`src/rtl/cfg_seq_master_pkg.sv`:
```
// Shared definitions for the configuration bring-up master:
// FSM state encoding, register sub-addresses and the rate word width.
// The sub-addresses mirror the register-address include of the configuration block.
package cfg_seq_master_pkg;

    localparam int          RATE_W    = 3;
    localparam logic [15:0] DONE_SUB  = 16'h0080;
    localparam logic [15:0] READY_SUB = 16'h0084;

    typedef enum logic [2:0] {
        ST_IDLE  = 3'd0,
        ST_POLL  = 3'd1,
        ST_LOAD  = 3'd2,
        ST_READY = 3'd3,
        ST_RUN   = 3'd4,
        ST_HALT  = 3'd5
    } state_e;

endpackage

```
`src/rtl/cfg_seq_master_if.sv`:
```
// Wishbone bus between one bring-up master and its configuration slave port.
interface cfg_seq_master_if;

    logic [31:0] o_wb_adr;
    logic [3:0]  o_wb_sel;
    logic        o_wb_we;
    logic [31:0] o_wb_dat;
    logic [31:0] i_wb_dat;
    logic        o_wb_cyc;
    logic        o_wb_stb;
    logic        i_wb_ack;
    logic        i_wb_err;

    modport master (
        output o_wb_adr, o_wb_sel, o_wb_we, o_wb_dat, o_wb_cyc, o_wb_stb,
        input  i_wb_dat, i_wb_ack, i_wb_err
    );

    modport slave (
        input  o_wb_adr, o_wb_sel, o_wb_we, o_wb_dat, o_wb_cyc, o_wb_stb,
        output i_wb_dat, i_wb_ack, i_wb_err
    );

endinterface

```
`src/rtl/cfg_seq_master_wb_port.sv`:
```
// Single-transfer Wishbone master: one blocking transfer per request,
// enforced idle spacing between transfers, bus error reporting.
// Optional ack timeout enabled by macro CFG_SEQ_TIMEOUT_EN.
module cfg_seq_wb_port
    import cfg_seq_master_pkg::*;
#(
    parameter logic [15:0] ADR_HI   = 16'h0000,
    parameter int          IDLE_GAP = 3,
    parameter int          TO_CYC   = 64
) (
    input  logic              clk,
    input  logic              reset,
    input  logic              req_i,
    input  logic              we_i,
    input  logic [15:0]       adr_i,
    output logic              done_o,
    output logic [RATE_W-1:0] rdata_o,
    output logic              err_o,
    cfg_seq_master_if.master  wb
);

    localparam int GAP_W = $clog2(IDLE_GAP + 1);

    logic             stb_q;
    logic             we_q;
    logic [15:0]      adr_q;
    logic [GAP_W-1:0] gap_q;
    logic             timeout;
    logic             accept;
    logic             unused_dat;

`ifdef CFG_SEQ_TIMEOUT_EN
    localparam int TO_W = $clog2(TO_CYC + 1);
    logic [TO_W-1:0] to_cnt_q;

    // Count cycles the current strobe has waited for an acknowledge
    always_ff @(posedge clk) begin
        if (reset || !stb_q) to_cnt_q <= '0;
        else                 to_cnt_q <= to_cnt_q + TO_W'(1);
    end

    assign timeout = stb_q && !wb.i_wb_ack && (to_cnt_q == TO_W'(TO_CYC - 1));
`else
    localparam int unused_to_cyc = TO_CYC;
    assign timeout = 1'b0;
`endif

    assign accept  = req_i && !stb_q && (gap_q == '0);
    assign done_o  = stb_q && wb.i_wb_ack && !wb.i_wb_err;
    assign err_o   = stb_q && (wb.i_wb_err || timeout);
    assign rdata_o = wb.i_wb_dat[RATE_W-1:0];
    assign unused_dat = ^wb.i_wb_dat[31:RATE_W];

    assign wb.o_wb_adr = {ADR_HI, adr_q};
    assign wb.o_wb_sel = stb_q ? 4'hF : 4'h0;
    assign wb.o_wb_we  = stb_q && we_q;
    assign wb.o_wb_dat = 32'h0;
    assign wb.o_wb_cyc = stb_q;
    assign wb.o_wb_stb = stb_q;

    // Launch, hold and terminate one transfer, then keep the bus idle for the gap
    always_ff @(posedge clk) begin
        if (reset) begin
            stb_q <= 1'b0;
            we_q  <= 1'b0;
            adr_q <= '0;
            gap_q <= GAP_W'(IDLE_GAP - 1);
        end else if (stb_q) begin
            if (done_o || err_o) begin
                stb_q <= 1'b0;
                gap_q <= GAP_W'(IDLE_GAP - 1);
            end
        end else if (accept) begin
            stb_q <= 1'b1;
            we_q  <= we_i;
            adr_q <= adr_i;
        end else if (gap_q != '0) begin
            gap_q <= gap_q - GAP_W'(1);
        end
    end

endmodule

```
`src/rtl/cfg_seq_master.sv`:
```
// Configuration bring-up master for one ADPCM core side: polls config-done,
// loads the per-channel rate shadow table, writes core-ready, then streams
// (channel, rate) beats on every frame sync.
// Optional ack timeout in the bus port enabled by macro CFG_SEQ_TIMEOUT_EN.
module cfg_seq_master
    import cfg_seq_master_pkg::*;
#(
    parameter int          NUM_CH    = 32,
    parameter logic [15:0] ADR_HI    = 16'h0000,
    parameter logic [15:0] DONE_ADR  = DONE_SUB,
    parameter logic [15:0] READY_ADR = READY_SUB,
    parameter int          POLL_GAP  = 16,
    parameter int          IDLE_GAP  = 3,
    parameter int          TO_CYC    = 64
) (
    input  logic                      clk,
    input  logic                      reset,
    input  logic                      start,
    input  logic                      reload,
    input  logic                      frame_sync,
    cfg_seq_master_if.master          wb,
    output logic [$clog2(NUM_CH)-1:0] ch_idx,
    output logic [RATE_W-1:0]         ch_rate,
    output logic                      ch_valid,
    output logic                      cfg_loaded,
    output logic                      overrun,
    output logic                      fault
);

    localparam int IDX_W = $clog2(NUM_CH);
    localparam int PW    = $clog2(POLL_GAP + 1);

    state_e            state_q, state_d;
    logic [IDX_W-1:0]  n_q;
    logic [PW-1:0]     poll_wait_q;
    logic [RATE_W-1:0] shadow_q [NUM_CH];
    logic              sweep_act_q;
    logic [IDX_W-1:0]  sweep_idx_q;
    logic              reload_pend_q;
    logic              cfg_loaded_q;
    logic              overrun_q;
    logic              fault_q;

    logic              port_req, port_we, port_done, port_err;
    logic [15:0]       port_adr;
    logic [RATE_W-1:0] port_rdata;
    logic              n_last, sweep_last, sweep_start, go_poll;

    cfg_seq_wb_port #(
        .ADR_HI   (ADR_HI),
        .IDLE_GAP (IDLE_GAP),
        .TO_CYC   (TO_CYC)
    ) u_port (
        .clk     (clk),
        .reset   (reset),
        .req_i   (port_req),
        .we_i    (port_we),
        .adr_i   (port_adr),
        .done_o  (port_done),
        .rdata_o (port_rdata),
        .err_o   (port_err),
        .wb      (wb)
    );

    assign n_last      = (n_q == IDX_W'(NUM_CH - 1));
    assign sweep_last  = sweep_act_q && (sweep_idx_q == IDX_W'(NUM_CH - 1));
    // A pending reload wins over a new frame; a fresh reload coincident with a frame waits for that sweep
    assign go_poll     = sweep_act_q ? (sweep_last && (reload_pend_q || reload))
                                     : (reload_pend_q || (reload && !frame_sync));
    assign sweep_start = frame_sync && !sweep_act_q && !reload_pend_q;

    // State register
    always_ff @(posedge clk) begin
        if (reset) state_q <= ST_IDLE;
        else       state_q <= state_d;
    end

    // Next-state decision
    always_comb begin
        state_d = state_q;
        case (state_q)
            ST_IDLE:  if (start) state_d = ST_POLL;
            ST_POLL:  if (port_err) state_d = ST_HALT;
                      else if (port_done && port_rdata[0]) state_d = ST_LOAD;
            ST_LOAD:  if (port_err) state_d = ST_HALT;
                      else if (port_done && n_last) state_d = ST_READY;
            ST_READY: if (port_err) state_d = ST_HALT;
                      else if (port_done) state_d = ST_RUN;
            ST_RUN:   if (go_poll) state_d = ST_POLL;
            ST_HALT:  state_d = ST_HALT;
            default:  state_d = ST_IDLE;
        endcase
    end

    // Bus request and stream outputs decoded from state
    always_comb begin
        port_req = 1'b0;
        port_we  = 1'b0;
        port_adr = DONE_ADR;
        case (state_q)
            ST_POLL:  port_req = (poll_wait_q == '0);
            ST_LOAD: begin
                port_req = 1'b1;
                port_adr = 16'({n_q, 2'b00});
            end
            ST_READY: begin
                port_req = 1'b1;
                port_we  = 1'b1;
                port_adr = READY_ADR;
            end
            default: ;
        endcase
        ch_valid   = sweep_act_q;
        ch_idx     = sweep_idx_q;
        ch_rate    = sweep_act_q ? shadow_q[sweep_idx_q] : '0;
        cfg_loaded = cfg_loaded_q;
        overrun    = overrun_q;
        fault      = fault_q;
    end

    // Poll spacing, shadow loading, sweep sequencing and sticky flags
    always_ff @(posedge clk) begin
        if (reset) begin
            n_q           <= '0;
            poll_wait_q   <= '0;
            sweep_act_q   <= 1'b0;
            sweep_idx_q   <= '0;
            reload_pend_q <= 1'b0;
            cfg_loaded_q  <= 1'b0;
            overrun_q     <= 1'b0;
            fault_q       <= 1'b0;
            for (int i = 0; i < NUM_CH; i++) shadow_q[i] <= '0;
        end else begin
            if (port_err) fault_q <= 1'b1;
            case (state_q)
                ST_POLL: begin
                    n_q <= '0;
                    if (poll_wait_q != '0)                 poll_wait_q <= poll_wait_q - PW'(1);
                    else if (port_done && !port_rdata[0])  poll_wait_q <= PW'(POLL_GAP);
                end
                ST_LOAD: if (port_done) begin
                    shadow_q[n_q] <= port_rdata;
                    n_q           <= n_last ? '0 : n_q + IDX_W'(1);
                end
                ST_READY: if (port_done) cfg_loaded_q <= 1'b1;
                ST_RUN: begin
                    if (reload) reload_pend_q <= 1'b1;
                    if (sweep_act_q) begin
                        if (frame_sync) overrun_q <= 1'b1;
                        if (sweep_last) begin
                            sweep_act_q <= 1'b0;
                            sweep_idx_q <= '0;
                        end else begin
                            sweep_idx_q <= sweep_idx_q + IDX_W'(1);
                        end
                    end else if (sweep_start) begin
                        sweep_act_q <= 1'b1;
                        sweep_idx_q <= '0;
                    end
                    if (go_poll) begin
                        reload_pend_q <= 1'b0;
                        cfg_loaded_q  <= 1'b0;
                    end
                end
                default: ;
            endcase
        end
    end

endmodule

```
`src/flat_wrapper.sv`:
```
// flat-port wrapper written by rule: the top's interface ports become plain ports
module cfg_seq_master_flat import cfg_seq_master_pkg::*;
#(
    parameter int          NUM_CH    = 32,
    parameter logic [15:0] ADR_HI    = 16'h0000,
    parameter logic [15:0] DONE_ADR  = DONE_SUB,
    parameter logic [15:0] READY_ADR = READY_SUB,
    parameter int          POLL_GAP  = 16,
    parameter int          IDLE_GAP  = 3,
    parameter int          TO_CYC    = 64
)
  (clk, reset, start, reload, frame_sync, ch_idx, ch_rate, ch_valid, cfg_loaded, overrun, fault, wb_o_wb_adr, wb_o_wb_sel, wb_o_wb_we, wb_o_wb_dat, wb_o_wb_cyc, wb_o_wb_stb, wb_i_wb_dat, wb_i_wb_ack, wb_i_wb_err);
  cfg_seq_master_if wb_i ();
  input  logic clk;
  input  logic reset;
  input  logic start;
  input  logic reload;
  input  logic frame_sync;
  output logic [$clog2(NUM_CH)-1:0] ch_idx;
  output logic [RATE_W-1:0] ch_rate;
  output logic ch_valid;
  output logic cfg_loaded;
  output logic overrun;
  output logic fault;
  output wire logic [$bits(wb_i.o_wb_adr)-1:0] wb_o_wb_adr;
  output wire logic [$bits(wb_i.o_wb_sel)-1:0] wb_o_wb_sel;
  output wire logic [$bits(wb_i.o_wb_we)-1:0] wb_o_wb_we;
  output wire logic [$bits(wb_i.o_wb_dat)-1:0] wb_o_wb_dat;
  output wire logic [$bits(wb_i.o_wb_cyc)-1:0] wb_o_wb_cyc;
  output wire logic [$bits(wb_i.o_wb_stb)-1:0] wb_o_wb_stb;
  input wire logic [$bits(wb_i.i_wb_dat)-1:0] wb_i_wb_dat;
  input wire logic [$bits(wb_i.i_wb_ack)-1:0] wb_i_wb_ack;
  input wire logic [$bits(wb_i.i_wb_err)-1:0] wb_i_wb_err;
  assign wb_o_wb_adr = wb_i.o_wb_adr;
  assign wb_o_wb_sel = wb_i.o_wb_sel;
  assign wb_o_wb_we = wb_i.o_wb_we;
  assign wb_o_wb_dat = wb_i.o_wb_dat;
  assign wb_o_wb_cyc = wb_i.o_wb_cyc;
  assign wb_o_wb_stb = wb_i.o_wb_stb;
  assign wb_i.i_wb_dat = wb_i_wb_dat;
  assign wb_i.i_wb_ack = wb_i_wb_ack;
  assign wb_i.i_wb_err = wb_i_wb_err;
  cfg_seq_master #(.NUM_CH(NUM_CH), .ADR_HI(ADR_HI), .DONE_ADR(DONE_ADR), .READY_ADR(READY_ADR), .POLL_GAP(POLL_GAP), .IDLE_GAP(IDLE_GAP), .TO_CYC(TO_CYC)) u_core (.clk(clk), .reset(reset), .start(start), .reload(reload), .frame_sync(frame_sync), .wb(wb_i), .ch_idx(ch_idx), .ch_rate(ch_rate), .ch_valid(ch_valid), .cfg_loaded(cfg_loaded), .overrun(overrun), .fault(fault));
endmodule
```
`config.mk`:
```
export PLATFORM = sky130hd
export DESIGN_NAME = cfg_seq_master_flat
export DESIGN_NICKNAME = d
export VERILOG_FILES = /design/src/rtl/cfg_seq_master_pkg.sv /design/src/rtl/cfg_seq_master_if.sv /design/src/rtl/cfg_seq_master_wb_port.sv /design/src/rtl/cfg_seq_master.sv /design/src/flat_wrapper.sv
export SDC_FILE = /design/constraint.sdc
export NUM_CORES = 1
export LEC_CHECK = 0
export ABC_AREA = 1
export CAP_MARGIN = 20
export CORE_MARGIN = 10
export CORE_UTILIZATION = 40
export DETAILED_ROUTE_END_ITERATION = 7
export HOLD_SLACK_MARGIN = 0.06
export PLACE_DENSITY = 0.73
export SYNTH_ARGS = -nofsm -noshare
export SYNTH_HDL_FRONTEND = slang
export SYNTH_SLANG_ARGS = --single-unit
```
`constraint.sdc`:
```
create_clock -name clk -period 2.5 [get_ports clk]
set_clock_uncertainty 0.15 [all_clocks]
set_input_delay 0.25 -clock clk [delete_from_list [all_inputs] [get_ports clk]]
set_output_delay 0.25 -clock clk [all_outputs]
set_load 0.005 [all_outputs]
```
Yosys cells after proc, flatten, opt, wreduce, memory -nomap -nowiden
Memory sizes are Yosys's and may differ from the RTL's. A register that Yosys moved wholly into a read port is not among the register bits.
Cells that the tools add are included.
- bitwise operators: 1
- reduce and logical (&&, ||, !) cells: 45
- add/sub/neg operators: 4
- eq/ne operators: 16
- multiplexer cells: 49
- operators with widths (kind ; count):
    $mux W5 ; 10
    $mux W3 ; 10
    $mux W1 ; 19
    $pmux W3 S6 ; 1
    $pmux W8 S2 ; 1
    $logic_and A1 B1 Y1 ; 14
    $reduce_bool A2 Y1 ; 7
    $add A5 B1 Y5 const B ; 2
    $eq A5 B5 Y1 const B ; 2
    $pmux W5 S2 ; 1
    $reduce_and A2 Y1 ; 5
    $ne A3 B2 Y1 const B ; 3
    $reduce_and A3 Y1 ; 3
    $mux W2 ; 4
    $ne A2 B1 Y1 const B ; 4
    $eq A3 B2 Y1 const B ; 2
    $eq A3 B3 Y1 const B ; 2
    $logic_not A1 Y1 ; 6
    $logic_not A5 Y1 ; 1
    $reduce_and A5 Y1 ; 1
    $reduce_bool A5 Y1 ; 1
    $sub A5 B1 Y5 const B ; 1
    $mux W4 ; 1
    $ne A2 B2 Y1 const B ; 2
    9 further kinds ; 12
- output and inout bits: 83
- word-level logic and storage cells: 129
- register bits: 43
- memory bits (writable): 96
- memories kept: 1
- input bits: 39
- memories (memory ; words ; width ; rd ports ; clocked after memory_dff ; write ports ; RTL line ; source):
    u_core.shadow_q ; 32 ; 3 ; 1 ; 1 ; 32 ; cfg_seq_master.sv:36 ; logic [RATE_W-1:0] shadow_q [NUM_CH];

Depth between registers and ports, before layout
Gate-level depths: netlist (run 1).
- depth after elaboration: 8
- depth in mapped cells: 12
- gate-level depth less buffers: 12

Cells and area by module
Synthesis (run 1) repeated with hierarchy kept, for this count alone.
- cell total of the unflattened synthesis: 870
- area total of the unflattened synthesis: 7278.2 um^2
- modules (own cells, without submodules) (module ; area each (um^2) ; sequential area each (um^2) ; instances ; cells each):
    cfg_seq_master ; 6005.8 ; 3443.3 ; 1 ; 711
    cfg_seq_wb_port ; 1272.5 ; 400.4 ; 1 ; 159

Least setup slack after synthesis (run 1)
Ideal clock, no wire load.
- kind: flip-flop to flip-flop
- from: register u_core.u_port.stb_q (netlist: u_core.u_port.wb.o_wb_cyc)
- to: memory u_core.shadow_q[20][0], enable pin
- arrival: 1462 ps
- library setup time: 303 ps
- cell stages (with the launch flop): 9
- buffers on the path: 0
- setup slack: 585 ps
- required time: 2047 ps
- period minus slack after synthesis: 1915 ps
- path through: dfxtp_1 nand2_1 inv_1 nand2_1 nor2_2 nand2_2 nor2_4 nand2_1 nand2_1
- RTL lines (what ; RTL line ; source):
    start, declared ; cfg_seq_master_wb_port.sv:24 ; logic stb_q;
    start signal, assigned ; cfg_seq_master_wb_port.sv:64 ; stb_q <= 1'b0;
    start signal, assigned ; cfg_seq_master_wb_port.sv:70 ; stb_q <= 1'b0;
    start signal, assigned ; cfg_seq_master_wb_port.sv:74 ; stb_q <= 1'b1;
    end, declared ; cfg_seq_master.sv:36 ;

==> out/metrics.yaml, run 1 <==
worst_setup_path:
  cpPeakStageDelay_ns: 0.37
  cp_max_fo: 12
  cp-start-kind: "register"
  worstPathRequired_ns: 2.10
  crit_top_cell: "nand2_1"
  cp_cell_sequence: "inv_4 -> buf_12 -> nand2_1 -> nand3_1 -> nand3_1 -> nand2_1 -> nand2_1 -> nand3_1 -> nand2_1 -> nor2_2 -> dlygate4sd2_1"
  cpMaxStageDelayCell: "dfxtp_4"
  crit_family: "simple AND/OR/NAND/NOR gates"
  arrival_ns: 1.98
  critical_path_class: "reg2out"
  end_kind: "primary output"
  path_buf_inv: 3
clocking:
  ctsHtreeMaxLevel: 4
  clock_latency_ns: 0.42
  cts_made_buffers: 17
  cts_max_path_buffers: 2
  hold_buffers: 0
  cts_num_sinks: 134
  root_buffer: "clkbuf_16"
  clk_pin_slew_worst_paths_ns: 0.05
  cts_tree: "yes"
synth:
  ys_warn_count: 0
  avgSynthCellArea_um2: 8.29
  synth.distinct_cells: 29
  synth_area_leaders: "edfxtp_1 (42%), nand2_1 (13%), dfxtp_1 (11%)"
  synth_area_mm2: 0.00690
  synth_area_leader_cell: "edfxtp_1"
  syn_inst: 832
  synth_top_area_share_pct: 41.8
  ys_seq_area_share_pct: 52.8
  yosys_register_bits: 134
pwr:
  ir_drop_mv: 0.560
  leakagePower_nw: 3.43
  pwr_density_cell_mw_per_mm2: 810
floorplan:
  start_util_pct: 41.1
  row_count: 47
  fp.dieH_um: 151
  dieArea_mm2: 0.0229
  core_area_mm2: 0.0168
  die_x_um: 151
  io_pins: 122
route:
  via_per_inst: 4.85
  drtIter0Drc: 416
  vias: 5466
  drt-total-wl_um: 16200
  drc: 0
  ant_nets: 0
  dr.pass1.iters: 8
  wl_per_cell_um: 14.4
sta:
  worstMarginPinSlew_ns: 0.591
  hold_violations: 0
  setup_viol: 0
  period_needed_ns: 2.38
  rsz0062_at_grt: "true"
  max_freq_mhz: 420
  tns_ns: 0
  final_max_slew_viol_count: 0
  fin_crit_sh_pct: 95.3
  maxSlewHeadroom_pct: 60.3
global_route:
  grt.overflow.total: 0
  gr-usage-all-layers_pct: 14.2
  antenna_found_initial: 0
  grt_max_degree: 44
  grt_pass1_vias: 5387
  grt_pass1_wl_um: 25400
cells_and_area:
  nets: 942
  fillers: 1567
  layout-drive-gt1-share_pct: 10.6
  syn2layout_area_growth_pct: 17.7
  fin_area_mm2: 0.00812
  n_antenna_cell: 0
place:
  placed_cell_area_mm2: 0.00746
  gp_congestion: 0.799
  io_buffers: 34
  dp_hpwl_um: 10700
hold_path:
  hp-class: "in2reg"
run:
  maxCapViolCount: 0
outcome:
  status: "finished, final reports clean"
## state kept, by name, summed over array words and instances (netlist names), named ones only
name / cells
u_core.poll_wait_q: 5
u_core.fault: 1
u_core.u_port.gap_q: 2
u_core.u_port.wb.o_wb_cyc: 1
u_core.ch_valid: 1
u_core.state_q: 3
u_core.shadow_q: 96
u_core.u_port.we_q: 1
u_core.reload_pend_q: 1
u_core.n_q: 5
u_core.overrun: 1
u_core.ch_idx: 5
u_core.u_port.adr_q: 6
u_core.cfg_loaded: 1
## stage by stage
| stage | util, % | hold slack (ns) | power (mW) | cells | setup WS (ns) |
|---|---|---|---|---|---|
| 4_1_cts | 48.4 | 0.294 | 6.59 | 1126 | 0.0230 |
| 2_1_floorplan | - | 0.178 | 3.77 | 889 | 0.585 |
| 6_report | 48.4 | 0.307 | 6.58 | 1126 | 0.117 |
| 3_3_place_gp | 44.5 | 0.295 | 4.09 | 1092 | 0.160 |
| 3_5_place_dp | 44.5 | 0.304 | 4.11 | 1092 | 0.124 |
| 5_1_grt | 48.4 | 0.327 | 6.94 | 1126 | -0.0422 |
## path summary, 6_finish.rpt
check                                                     from                                   end  slack [ns]  cells after the start
worst max register to register  u_core.state_q[1]$_SDFFE_PP0P_  u_core.shadow_q[20][1]$_SDFFCE_PN0P_        0.37                      8
worst min-delay path                                frame_sync           u_core.overrun$_SDFFE_PP0P_        0.31                      3
worst max-delay path                                  register                            ch_rate[1]        0.12                     11
worst min register to register     u_core.overrun$_SDFFE_PP0P_           u_core.overrun$_SDFFE_PP0P_        0.31                      2
## kinds of logic after synthesis
family          Yosys count  share of synthesized area [%]
buf+inv                 144                           11.6
simple gates            493                           29.6
other cells               1                         0.0544
fa+ha+maj                10                           1.81
flops                   134                           52.8
compound gates           47                           3.74
xor+xnor                  3                          0.381
## area by class of cell
type | count | area [µm²] | share of cell area, %
Multi-Input combinational cell | 611 | 2670 | 32.9
Clock inverter | 10 | 101 | 1.25
Clock buffer | 22 | 484 | 5.97
Inverter | 50 | 196 | 2.42
Tap cell | 220 | 275 | 3.39
Timing Repair Buffer | 79 | 738 | 9.10
Sequential cell | 134 | 3650 | 44.9
## report_power, final
group	switching (mW)	internal (mW)
registers	0.151	2.54
logic	0.906	0.537
clock network	0.888	1.56
total	1.95	4.63
## cells in the mapped netlist
cell type	count
a211oi_1	5
o21ai_0	19
and3_1	1
xor2_1	3
o21a_1	2
inv_2	2
nor2_4	5
edfxtp_1	96
clkinv_1	2
buf_4	63
o21ai_1	2
nor3_1	20
or2_2	3
a21oi_1	17
nand2_1	230
dfxtp_1	38
nor2_2	2
nand3b_1	2
nand3_1	81
buf_6	2
conb_1	1
o211ai_1	2
buf_2	6
buf_1	3
clkbuf_1	20
nor2_1	148
nand2_2	1
inv_1	46
ha_1	10
## cells in the final DEF (no fill, tap or decap), types with 2 or more instances in the layout
cell type,count
nand2_1,230
nor2_1,145
edfxtp_1,96
nand3_1,81
conb_1,58
inv_1,44
buf_4,38
dfxtp_1,37
clkdlybuf4s50_1,31
nor3_1,20
clkbuf_16,18
a21oi_1,17
o21ai_0,16
ha_1,10
clkinv_2,6
nor2_2,5
o21ai_1,5
nor2_4,5
a211oi_1,5
clkbuf_8,4
xor2_1,3
or2_2,3
buf_12,3
buf_6,3
inv_4,2
clkinvlp_4,2
inv_2,2
clkinv_1,2
o211ai_1,2
o21a_1,2
nand3b_1,2
bufinv_16,2
## routing by layer
layer  wire [µm]  vias up  GRT usage [%]
met3        1730       34           5.07
met1        6500     2481           16.2
met2        7670      242           23.8
met4         313        0           5.58
met5           0        -              0
li1            -     2709              -
## worst register-to-register path, stage by stage (launching register included)
cell and delay, ns:
dfxtp_1 0.43, inv_2 0.09, nor2_4 0.11, nand2_1 0.10, nor2_2 0.12, nand2_2 0.16, nor2_4 0.33, nand2_1 0.18
nand2_1 0.16
## timing repair
item / in CTS / in global routing
buffers inserted: 1 / 0
pin swaps: 1 / 3
cloned: 1 / 1
resized for setup: 12 / 11
setup endpoints to repair: 3 / 3
Power figures use the tool's default switching activity.
==> run 2: changes to the inputs <==
- CELL_PAD_IN_SITES_DETAIL_PLACEMENT: not set -> 0
- CELL_PAD_IN_SITES_GLOBAL_PLACEMENT: not set -> 1
- CORE_UTILIZATION: 40 -> 39
- GPL_ROUTABILITY_DRIVEN: not set -> 0
- MAX_ROUTING_LAYER: not set -> met4
- PLACE_DENSITY: 0.73 -> 0.9
==> run 2 against run 1 <==
  * Non-clock buffer count is 2 higher
  * Final cell count is 0.62% higher
  * Global-route usage is 0.062 points lower
  * Register-to-register slack better by 0.02 ns
  * Flip-flop and latch count stayed put
  * Largest power group is now clock
  * Highest routed layer unchanged
==> out/metrics.yaml, run 2 (synthesis results as in run 1) <==
floorplan:
  fp.dieH_um: 153  # was 151 µm
  dieArea_mm2: 0.0234  # was 0.0229 mm²
  row_count: 48  # was 47
  io_pins: 122  # unchanged
  core_area_mm2: 0.0173  # was 0.0168 mm²
  start_util_pct: 39.9  # was 41.1%
  die_x_um: 153  # was 151 µm
worst_setup_path:
  cpMaxStageDelayCell: "dfxtp_4"  # unchanged
  crit_top_cell: "nand2_1"  # unchanged
  critical_path_class: "reg2out"  # unchanged
  r2r-end: "u_core.state_q[0]$_SDFFE_PP0P_"  # was u_core.shadow_q[20][1]$_SDFFCE_PN0P_
  rr_worst_depth: 12  # was 8
  path_buf_inv: 4  # was 3
  crit_family: "buffers and inverters"  # was simple AND/OR/NAND/NOR gates
  r2r_start: "u_core.ch_idx[0]$_SDFFE_PP0P_"  # was u_core.state_q[1]$_SDFFE_PP0P_
  end_kind: "primary output"  # unchanged
  cp_cell_sequence: "inv_4 -> buf_12 -> buf_16 -> nand2_1 -> nand3_1 -> nand3_1 -> nand2_1 -> nand2_1 -> nand3_1 -> nand2_1 -> nor2_1 -> dlygate4sd2_1"  # was inv_4 -> buf_12 -> nand2_1 -> nand3_1 -> nand3_1 -> nand2_1 -> nand2_1 -> nand3_1 -> nand2_1 -> nor2_2 -> dlygate4sd2_1
  cp_max_fo: 21  # was 12
  cpPeakStageDelay_ns: 0.40  # was 0.37 ns
  ff2ff_setup_slack_ns: 0.39  # was 0.37 ns
  worstPathRequired_ns: 2.10  # about the same
  arrival_ns: 1.98  # about the same
  cp-start-kind: "register"  # unchanged
pwr:
  switching_share_pct: 28.5  # was 29.6%
  total_power_mw: 6.91  # was 6.58 mW
  power_frac_clock_pct: 40.0  # was 37.2%
  switchingPower_mw: 1.97  # was 1.95 mW
  leakagePower_nw: 3.47  # was 3.43 nW
  cellInternalPower_mw: 4.94  # was 4.63 mW
  ir_drop_mv: 0.561  # was 0.560 mV
  pwr_density_cell_mw_per_mm2: 838  # was 810 mW/mm²
  power_frac_seq_pct: 38.9  # was 40.9%
  pwr-share-comb_pct: 21.1  # was 22.0%
route:
  ant_nets: 0  # unchanged
  via_per_inst: 4.77  # was 4.85
  drt-total-wl_um: 16100  # was 16200 µm
  dr.pass1.iters: 5  # was 8
  drtIter0Drc: 357  # was 416
  wl_per_cell_um: 14.2  # was 14.4 µm
  vias: 5401  # was 5466
  drc: 0  # unchanged
cells_and_area:
  multi_input_area_mm2: 0.00267  # unchanged
  final_common_cell: "nand2_1"  # unchanged
  fin_area_mm2: 0.00825  # was 0.00812 mm²
  largest_reg_flops: 96  # unchanged
  n_antenna_cell: 0  # unchanged
  largest_register: "u_core.shadow_q"  # unchanged
  layout-drive-gt1-share_pct: 10.7  # was 10.6%
  layout_common_cells: "nand2_1 (230), nor2_1 (147), edfxtp_1 (96), nand3_1 (80), conb_1 (58)"  # was nand2_1 (230), nor2_1 (145), edfxtp_1 (96), nand3_1 (81), conb_1 (58)
  fillers: 1638  # was 1567
  syn2layout_area_growth_pct: 19.6  # was 17.7%
  reg_top3: "u_core.shadow_q (96), u_core.u_port.adr_q (6)"  # unchanged
  area.sequential_mm2: 0.00365  # unchanged
  nets: 944  # was 942
  utilization_pct: 47.7  # was 48.4%
clocking:
  ctsHtreeMaxLevel: 4  # unchanged
  root_buffer: "clkbuf_16"  # unchanged
  cts_made_buffers: 17  # unchanged
  cts_max_path_buffers: 2  # unchanged
  clk_pin_slew_worst_paths_ns: 0.06  # was 0.05 ns
  cts_num_sinks: 134  # unchanged
  hold_buffers: 0  # unchanged
  cts_tree: "yes"  # unchanged
  clock_latency_ns: 0.42  # about the same
sta:
  max_freq_mhz: 419  # was 420 MHz
  final_max_slew_viol_count: 0  # unchanged
  setup_viol: 0  # unchanged
  rsz0062_at_grt: "false"  # was true
  worstMarginPinSlew_ns: 0.628  # was 0.591 ns
  period_needed_ns: 2.38  # about the same
  hold_violations: 0  # unchanged
  fin_crit_sh_pct: 95.4  # was 95.3%
  tns_ns: 0  # unchanged
  maxSlewHeadroom_pct: 57.8  # was 60.3%
  worst_hold_slack_ns: 0.312  # was 0.307 ns
global_route:
  grt_pass1_wl_um: 26200  # was 25400 µm
  grt.met2_usage_pct: 23.4  # was 23.8%
  met3_usage_pct: 3.54  # was 5.07%
  grt.busiest_layer: "met2"  # unchanged
  grt_pass1_vias: 5322  # was 5387
  gr-usage-all-layers_pct: 14.1  # was 14.2%
  grt.overflow.total: 0  # unchanged
  grt_util_met1_pct: 16.4  # was 16.2%
  antenna_found_initial: 0  # unchanged
  grt_max_degree: 44  # unchanged
place:
  io_buffers: 34  # unchanged
  placed_cell_area_mm2: 0.00744  # was 0.00746 mm²
  dp_hpwl_um: 10800  # was 10700 µm
hold_path:
  min_from: "u_core.poll_wait_q[4]$_SDFFE_PP0P_"  # was frame_sync
  hp-class: "reg2reg"  # was in2reg
  hold_end: "u_core.poll_wait_q[4]$_SDFFE_PP0P_"  # was u_core.overrun$_SDFFE_PP0P_
  hold_depth: 2  # was 3
outcome:
  status: "finished, final reports clean"  # unchanged
run:
  maxCapViolCount: 0  # unchanged
run 2: changes by cell type in the layout (fill, tap and decap cells not counted), sizes merged:
cell,delta
clkbuf,-4
buf,+3
bufinv,+3
clkinv,-3
clkinvlp,+3
dlygate4sd2,+2
clkdlybuf4s15,-1
inv,-1
run 2: routing by layer:
layer | part of all wire [%] | vias to the layer above
li1 | - | 2720
met1 | 43 | 2478
met2 | 49 | 181
met3 | 6.8 | 22
met4 | 1.9 | 0
met5 | 0 | -
run 2: worst max path at each step:
| stage | from | endpoint | slack, ns | cells after the start |
|---|---|---|---|---|
| after floorplan | u_core.u_port.wb.o_wb_cyc$_SDFF_PP0_ | u_core.shadow_q[20][0]$_SDFFCE_PN0P_ | 0.59 | 8 |
| after global placement | wb_i_wb_ack | u_core.shadow_q[11][1]$_SDFFCE_PN0P_ | 0.14 | 9 |
| after detailed placement | wb_i_wb_ack | u_core.shadow_q[11][0]$_SDFFCE_PN0P_ | 0.1 | 9 |
| after CTS | register | ch_rate[0] | 0.08 | 12 |
| after global routing | register | ch_rate[0] | 0.004 | 12 |
| final | register | ch_rate[1] | 0.12 | 12 |
run 2: metrics by stage:
stage / setup slack [ns] / instances
after detailed placement: 0.0963 / 1095
after CTS: 0.0751 / 1130
after global routing: 0.00413 / 1133
after floorplan: 0.585 / 889
after global placement: 0.141 / 1095
final: 0.116 / 1133
run 2: cell type report:
class,count,share of cell area [%]
Multi-Input combinational cell,611,32.4
Tap cell,225,3.41
Sequential cell,134,44.2
Clock buffer,20,5.66
Timing Repair Buffer,81,9.50
Inverter,50,2.35
Clock inverter,12,2.41
run 2: repair_timing:
item                                    4_1_cts  5_1_grt
resized for setup                            14        5
gates cloned                                  2        0
endpoints found under the setup margin        3        3
buffers inserted                              1        3
hold endpoints to repair                      0        0
run 2: worst register-to-register path: stages (launching register included):
cell,delay [ns]
dfxtp_1,0.39
ha_1,0.19
inv_1,0.05
nor3_1,0.21
ha_1,0.20
inv_1,0.04
nand2_1,0.09
nand3_1,0.11
nand2_1,0.14
nand3_1,0.09
nor2_1,0.22
nor2_1,0.07
nor2_1,0.09
run 2: power by group through the flow:
stage,Combinational (mW),Clock [mW],Sequential [mW]
6_report,1.46,2.77,2.68
5_1_grt,1.66,2.90,2.70
4_1_cts,1.44,2.80,2.68
3_5_place_dp,1.38,0,2.72
3_3_place_gp,1.37,0,2.72
2_1_floorplan,1.09,0,2.68
==> run 3: changes to the inputs <==
==> constraint.sdc (replaced) <==
create_clock -name clk -period 2.5 [get_ports clk]
set_clock_uncertainty 0.15 [all_clocks]
set_input_delay 0.75 -clock clk [delete_from_list [all_inputs] [get_ports clk]]
set_output_delay 0.75 -clock clk [all_outputs]
set_load 0.005 [all_outputs]
==> run 3 against run 2 <==
  * The flow now finishes with violations (negative setup slack)
  * Via count rose by 0.63%
  * Critical path depth is 1 lower
  * Flip-flop and latch count stayed put
  * Count of clock-buffer cells in the layout down 2
  * Register-to-register slack better by 0.06 ns
  * Clock power fell by 7.2%
  * Total power is 1.8% lower
  * Global-route usage shrank 0.22 points
  * Non-clock buffer count increased by 14
  * Setup slack worse by 0.30 ns
  * Hold slack worse by 0.0089 ns
  * First-iteration DRC count decreased by 15%
  * Largest cell class unchanged
  * Largest power group is now sequential cells
==> out/metrics.yaml, run 3 (synthesis results as in run 1) <==
outcome:
  status: "finished, violations left"  # was finished, final reports clean
  violations: "negative setup slack"
worst_setup_path:
  cpMaxStageDelayCell: "dfxtp_4"  # unchanged
  crit_top_cell: "nor2_1"  # was nand2_1
  end_kind: "primary output"  # unchanged
  r2r_start: "u_core.ch_idx[0]$_SDFFE_PP0P_"  # unchanged
  cp-start-kind: "register"  # unchanged
  worstPathRequired_ns: 1.60  # was 2.10 ns
  critical_path_class: "reg2out"  # unchanged
  cp_cell_sequence: "buf_6 -> buf_12 -> nor2_1 -> nor2_1 -> o21ai_1 -> o21ai_1 -> nor2_1 -> nor2_2 -> nor2_1 -> nor2_1 -> buf_2"  # was inv_4 -> buf_12 -> buf_16 -> nand2_1 -> nand3_1 -> nand3_1 -> nand2_1 -> nand2_1 -> nand3_1 -> nand2_1 -> nor2_1 -> dlygate4sd2_1
  arrival_ns: 1.78  # was 1.98 ns
  cp_max_fo: 11  # was 21
  cpPeakStageDelay_ns: 0.37  # was 0.40 ns
cells_and_area:
  final_common_cell: "nand2_1"  # unchanged
  syn2layout_area_growth_pct: 22.7  # was 19.6%
  largest_reg_flops: 96  # unchanged
  nets: 959  # was 944
  fin_area_mm2: 0.00846  # was 0.00825 mm²
  multi_input_area_mm2: 0.00270  # was 0.00267 mm²
  fillers: 1607  # was 1638
  utilization_pct: 48.9  # was 47.7%
  stdcell_count: 1146  # was 1133
  layout-drive-gt1-share_pct: 13.4  # was 10.7%
  layout_common_cells: "nand2_1 (228), nor2_1 (146), edfxtp_1 (96), nand3_1 (76), conb_1 (58)"  # was nand2_1 (230), nor2_1 (147), edfxtp_1 (96), nand3_1 (80), conb_1 (58)
  area.sequential_mm2: 0.00365  # about the same
  reg_top3: "u_core.shadow_q (96), u_core.u_port.adr_q (6)"  # unchanged
  largest_register: "u_core.shadow_q"  # unchanged
  n_antenna_cell: 0  # unchanged
run:
  maxCapViolCount: 0  # unchanged
floorplan:
  dieArea_mm2: 0.0234  # unchanged
  die_x_um: 153  # unchanged
  row_count: 48  # unchanged
  start_util_pct: 39.9  # unchanged
  fp.dieH_um: 153  # unchanged
  io_pins: 122  # unchanged
  core_area_mm2: 0.0173  # unchanged
pwr:
  switchingPower_mw: 1.98  # was 1.97 mW
  power_frac_seq_pct: 39.8  # was 38.9%
  switching_share_pct: 29.1  # was 28.5%
  pwr-share-comb_pct: 22.4  # was 21.1%
  leakagePower_nw: 3.56  # was 3.47 nW
  power_frac_clock_pct: 37.8  # was 40.0%
  total_power_mw: 6.78  # was 6.91 mW
  cellInternalPower_mw: 4.80  # was 4.94 mW
  pwr_density_cell_mw_per_mm2: 802  # was 838 mW/mm²
  ir_drop_mv: 0.440  # was 0.561 mV
sta:
  rsz0062_at_grt: "true"  # was false
  fin_crit_sh_pct: 107  # was 95.4%
  setup_ws_ns: -0.183  # was 0.116 ns
  max_freq_mhz: 373  # was 419 MHz
  worst_hold_slack_ns: 0.303  # was 0.312 ns
  maxSlewHeadroom_pct: 61.8  # was 57.8%
  worstMarginPinSlew_ns: 0.570  # was 0.628 ns
  period_needed_ns: 2.68  # was 2.38 ns
  tns_ns: -0.523  # was 0 ns
  setup_viol: 3  # was 0
  hold_violations: 0  # unchanged
  final_max_slew_viol_count: 0  # unchanged
place:
  placed_cell_area_mm2: 0.00766  # was 0.00744 mm²
  io_buffers: 34  # unchanged
  post-place-ws_ns: -0.249  # was 0.0963 ns
  dp_hpwl_um: 11000  # was 10800 µm
  dp.cells: 1110  # was 1095
clocking:
  cts_tree: "yes"  # unchanged
  cts_num_sinks: 134  # unchanged
  root_buffer: "clkbuf_16"  # unchanged
  ctsHtreeMaxLevel: 4  # unchanged
  cts_max_path_buffers: 2  # unchanged
  clk_pin_slew_worst_paths_ns: 0.05  # was 0.06 ns
  clock_latency_ns: 0.41  # was 0.42 ns
  cts_made_buffers: 17  # unchanged
route:
  vias: 5435  # was 5401
  wl_per_cell_um: 14.0  # was 14.2 µm
  via_per_inst: 4.74  # was 4.77
  drt-total-wl_um: 16100  # unchanged
  drtIter0Drc: 303  # was 357
  drc: 0  # unchanged
  dr.pass1.iters: 5  # unchanged
  ant_nets: 0  # unchanged
global_route:
  grt_max_degree: 37  # was 44
  antenna_found_initial: 0  # unchanged
  grt_pass1_vias: 5313  # was 5322
  grt_pass1_wl_um: 25800  # was 26200 µm
  gr-usage-all-layers_pct: 13.9  # was 14.1%
  grt.overflow.total: 0  # unchanged
hold_path:
  hp-class: "reg2reg"  # unchanged
  min_from: "u_core.overrun$_SDFFE_PP0P_"  # was u_core.poll_wait_q[4]$_SDFFE_PP0P_
## run 3: cell types whose count changed in the layout (fill, tap and decap cells not counted), sizes merged
cell,previous run,this run
clkinv,5,7
clkbuf,20,19
buf,47,63
bufinv,5,4
dlygate4sd2,3,0
## run 3: worst max-delay path: cells and delay by family, from the launching register on
kind	cells	cell delay, ns
AOI/OAI and AO/OA	2	0.16
buffers and inverters	3	0.39
and+or+nand+nor	6	0.44
DFF	1	0.37
## run 3: area by class of cell
cell class	count	share of cell area [%]
Multi-Input combinational cell	611	31.9
Timing Repair inverter	1	0.0592
Tap cell	225	3.33
Timing Repair Buffer	95	11.9
Sequential cell	134	43.2
Clock inverter	12	2.14
Inverter	50	2.37
Clock buffer	18	5.07
## run 3: path summary, 6_finish.rpt
check	to	slack (ns)	cells past startpoint
min reg2reg	u_core.overrun$_SDFFE_PP0P_	0.30	2
max reg2reg	u_core.state_q[0]$_SDFFE_PP0P_	0.45	12
min	u_core.overrun$_SDFFE_PP0P_	0.30	2
max	ch_rate[1]	-0.18	11
## run 3: metal layers
metal,vias to the layer above,routed length (µm),part of all wire [%],global-route usage [%]
li1,2749,-,-,-
met2,161,7870,49,23.5
met5,-,0,0,-
met1,2505,6890,43,15.7
met3,20,1070,6.7,3.87
met4,0,244,1.5,4.45
## run 3: what timing repair did
action	in CTS	in global routing
buffers inserted	2	0
setup endpoints to repair	4	4
pin swaps	6	5
hold buffers	0	0
gates resized for setup	39	9
gates cloned	3	1
## run 3: power groups by stage
| stage | Combinational [mW] | Sequential [mW] | Clock, mW |
|---|---|---|---|
| final | 1.52 | 2.70 | 2.57 |
| after global routing | 1.72 | 2.72 | 2.69 |
| after CTS | 1.49 | 2.70 | 2.60 |
| after detailed placement | 1.41 | 2.73 | 0 |
| after global placement | 1.40 | 2.73 | 0 |
| after floorplan | 1.09 | 2.68 | 0 |
